### config.mk
export PLATFORM = sky130hd
export DESIGN_NAME = cf_fetch
export DESIGN_NICKNAME = d
export VERILOG_FILES = /design/src/rtl/cf_pkg.sv /design/src/rtl/inst_mem.sv /design/src/rtl/cf_fetch.sv
export SDC_FILE = /design/constraint.sdc
export NUM_CORES = 1
export LEC_CHECK = 0
export ABC_AREA = 1
export CAP_MARGIN = 20
export CORE_UTILIZATION = 32
export CTS_BUF_LIST = sky130_fd_sc_hd__clkbuf_2
export DETAILED_ROUTE_END_ITERATION = 8
export PLACE_DENSITY = 0.88
export RECOVER_POWER = 100
export SYNTH_ARGS = -nofsm -noshare
export SYNTH_HDL_FRONTEND = slang
export SYNTH_SLANG_ARGS = --single-unit
### constraint.sdc
create_clock -name clk_CF -period 1.4 [get_ports clk_CF]
set_clock_uncertainty 0.1 [all_clocks]
set_input_delay 0.42 -clock clk_CF [delete_from_list [all_inputs] [get_ports clk_CF]]
set_output_delay 0.42 -clock clk_CF [all_outputs]
set_load 0.02 [all_outputs]
### src/rtl/cf_pkg.sv
// Shared constants for the fetch/decode stage: address width, PC step and
// the MSB position of every R-type instruction field.
package cf_pkg;
  localparam int ADDR_W    = 8;
  localparam int MEM_DEPTH = 1 << ADDR_W;
  localparam logic [ADDR_W-1:0] PC_STEP = ADDR_W'(4);

  localparam int OP_MSB    = 31;
  localparam int RS_MSB    = 25;
  localparam int RT_MSB    = 20;
  localparam int RD_MSB    = 15;
  localparam int SHAMT_MSB = 10;
  localparam int FUNCT_MSB = 5;
endpackage

### src/rtl/inst_mem.sv
// Read-only byte-wide instruction memory with a combinational big-endian
// 32-bit read; byte addresses wrap so a word may straddle the top of memory.
module inst_mem
  import cf_pkg::*;
(
  input  logic [ADDR_W-1:0] addr,
  output logic [31:0]       word
);
  // NOTE: storage is preloaded externally and deliberately has no reset or
  // write path; clearing a memory on reset would wipe the program.
  logic [7:0] instBank [0:MEM_DEPTH-1];

  logic [ADDR_W-1:0] addr1, addr2, addr3;

  assign addr1 = addr + ADDR_W'(1);
  assign addr2 = addr + ADDR_W'(2);
  assign addr3 = addr + ADDR_W'(3);

  assign word = {instBank[addr], instBank[addr1], instBank[addr2], instBank[addr3]};
endmodule

### src/rtl/cf_fetch.sv
// Fetch and R-type field decode: free-running PC stepping by 4 bytes,
// combinational instruction read and field slicing in the same cycle.
module cf_fetch
  import cf_pkg::*;
(
  input  logic              clk_CF,
  input  logic              rstn_CF,
  input  logic [ADDR_W-1:0] initialPCCF,
  output logic [ADDR_W-1:0] MemAddrRegCF,
  output logic [5:0]        op_CF,
  output logic [4:0]        rsCF,
  output logic [4:0]        rtCF,
  output logic [4:0]        rdCF,
  output logic [4:0]        shamtCF,
  output logic [5:0]        functCF
);
  logic [ADDR_W-1:0] pc_q;
  logic              load_q;
  logic [ADDR_W-1:0] pc;
  logic [31:0]       instr;

  // Until the first edge after reset the PC follows initialPCCF directly, so
  // the register itself only needs a constant reset value.
  assign pc = load_q ? initialPCCF : pc_q;

  // NOTE: sequential state uses non-blocking assignments so every flop
  // samples its inputs from before the edge.
  always_ff @(posedge clk_CF or negedge rstn_CF) begin
    if (!rstn_CF) begin
      load_q <= 1'b1;
      pc_q   <= '0;
    end else begin
      load_q <= 1'b0;
      pc_q   <= pc + PC_STEP;
    end
  end

  inst_mem IMCF (
    .addr (pc),
    .word (instr)
  );

  assign MemAddrRegCF = pc;
  assign op_CF        = instr[OP_MSB    -: 6];
  assign rsCF         = instr[RS_MSB    -: 5];
  assign rtCF         = instr[RT_MSB    -: 5];
  assign rdCF         = instr[RD_MSB    -: 5];
  assign shamtCF      = instr[SHAMT_MSB -: 5];
  assign functCF      = instr[FUNCT_MSB -: 6];
endmodule

==> impl_metrics.yaml <==
critical_path:
  end_kind: "primary output"
  cpMaxStageDelayCell: "clkdlybuf4s50_1"
  r2r_setup_slack_ns: -0.12
  worstPathRequired_ns: 0.88
  rr_endpoint: "pc_q[7]"
  cpPeakStageDelay_ns: 0.46
  timing.rr.start: "load_q"
  arrival_ns: 1.25
  path_class: "in -> out"
  critical_path.max_fanout: 2
  reg2regPathDepth: 10
  crit_chain: "clkdlybuf4s50_1 > inv_1 > nand2_4 > o21ai_2 > inv_2 > buf_6"
  critPathLaunchType: "input port"
floorplan:
  fp.dieArea_sq_um: 2420
  die_h_um: 49.2
  rows: 16
  ioPinCount: 50
  start_util: 0.353
  chipWidth_um: 49.2
  core_region_area_sq_um: 2020
timing:
  setup_viol: 13
  grt_setup_unrepaired: "true"
  fmax_mhz: 565
  min_period_ns: 1.77
  setup_slack_ns: -0.369
  tns_ns: -3.19
  hold_viol_final: 0
  hold_ws_ns: 0.431
  fin_crit_sh: 1.26
  slew_violations: 0
yosys:
  synth_area_leaders: "buf_4, dfrtp_1, nand2_1, nand2_2, dfstp_2"
  synth_ff_type: "dfrtp_1"
  syn_inst: 83
  synth_top_cell_by_area: "buf_4"
  yosysTopAreaCellShare: 0.337
  synth_seq_cells: 9
  synth.most_common_cell: "buf_4"
  syn_avg_cell_area_sq_um: 8.59
  ys_seq_area_frac: 0.318
  ys_warn_count: 0
  synthTopCellsByCount: "buf_4, nand2_1, nand2_2, dfrtp_1, inv_1"
  synth_edf_count: 0
  synthArstFlopShare: 1.00
  synth_cell_types: 19
  syn-cell-area_sq_um: 713
clocking:
  clk_pin_slew_ns: 0.11
  worstSkewPairLatency_ns: 0.24
  htree_levels: 1
  cts_tree: "done"
  ctsHoldBuffers: 0
  clockBufferDepth: 2
  clock-sinks: 9
  cts_root_buf: "clkbuf_2"
  numCtsBuffers: 3
route:
  postRouteAntennaNets: 0
  vias: 529
  firstDrtPassIters: 4
  avgRoutedWirePerCell_um: 10.3
  viasPerCell: 3.73
  drc_errors: 0
  routed_wl_um: 1460
  first_iter_violations: 8
power_and_ir_drop:
  power_density_nw_per_um2: 908
  ir_drop_v: 0.000404
  p_leak_nw: 0.552
  power_w: 0.000942
final_layout:
  finalInstanceArea_sq_um: 1040
  final_layout_size_suffix_gt1_frac: 0.470
  fin_nets: 127
  area_delta_synth_final_pct: 45.4
  stdcell_count: 142
  fillers: 176
  n_antenna_cell: 0
global_route:
  grt_max_degree: 10
  grt-ovfl-total: 0
  first_global_vias: 510
  grt_use_total: 0.132
  grt_pass1_wl_um: 2390
  grt_antenna_before_repair: 0
run:
  drv_cap: 0
place:
  port_buffers: 17
  dp.cells: 136
  dp_hpwl_um: 1060
  place_area_sq_um: 907
  gp_congestion: 0.661
hold_path:
  worstHoldPathType: "in -> async"
status:
  status: "finished, violations left"
  violations: "negative setup slack"
==> routing by layer <==
layer  wire length [um]  global-route usage  part of all wire
met1                534               0.138              0.37
met2                824               0.244              0.56
met3                 89              0.0436             0.061
met4                 14              0.0441            0.0096
met5                  0                   0                 0
==> cell type report <==
class                   count  area [sq um]  area share
clock buffers               4          20.0      0.0193
repair buffers             29           298       0.287
multi-input cells          68           428       0.413
well taps                  27          33.8      0.0326
flip-flops and latches      9           226       0.218
inverters                   5          31.3      0.0302
==> power by group <==
group	switching [W]	internal (W)
registers	0.0000278	0.000299
clock network	0.0000916	0.0000761
logic	0.000255	0.000193
==> worst max-delay path by stage <==
stage | from | endpoint | slack [ns] | cells after the start
2_1_floorplan | load_q | pc_q[6] | -0.02 | 6
3_3_place_gp | initialPCCF[7] | MemAddrRegCF[7] | -0.77 | 6
6_report | initialPCCF[7] | MemAddrRegCF[7] | -0.37 | 6
3_5_place_dp | initialPCCF[7] | MemAddrRegCF[7] | -0.83 | 6
5_1_grt | load_q | MemAddrRegCF[0] | -0.43 | 5
4_1_cts | load_q | MemAddrRegCF[7] | -0.37 | 5
==> critical path: cells and delay by family <==
kind	cells	cell delay, ns
buf+inv	4	0.70
simple gates	1	0.07
compound gates	1	0.06
==> through the flow <==
step / worst slack (ns) / utilization
2_1_floorplan: -0.0169 / -
3_3_place_gp: -0.769 / 0.449
3_5_place_dp: -0.827 / 0.449
4_1_cts: -0.367 / 0.499
5_1_grt: -0.431 / 0.513
6_report: -0.369 / 0.513
==> repair_timing <==
action / CTS / global route
pin swaps: 7 / 4
setup buffers: 3 / 4
endpoints found under the setup margin: 13 / 13
resized for setup: 66 / 4
==> sequential cells by signal (all words and copies together) (netlist names) <==
| register | count |
|---|---|
| pc_q | 8 |
| load_q | 1 |
==> cell families after synthesis <==
group,synth area share
DFF,0.318
and+or+nand+nor,0.211
buffers and inverters,0.389
AOI/OAI and AO/OA,0.0228
adders and majority gates,0.0175
other,0.00526
xor gates and xnor gates,0.0368
==> cell usage in the layout (no fill, tap or decap) <==
master	n
conb_1	33
buf_6	12
nand2_2	10
nand2_4	10
clkdlybuf4s50_1	8
dfrtp_1	8
buf_4	7
nand2_1	5
clkbuf_2	4
inv_2	2
inv_1	2
xnor2_1	2
inv_12	1
o21ai_2	1
nand3_4	1
o21bai_2	1
nor2_2	1
nand3_1	1
nand3_2	1
xor2_1	1
ha_4	1
dlygate4sd3_1	1
dfstp_2	1
buf_12	1
Note: power is estimated with default switching activity, not from simulation.
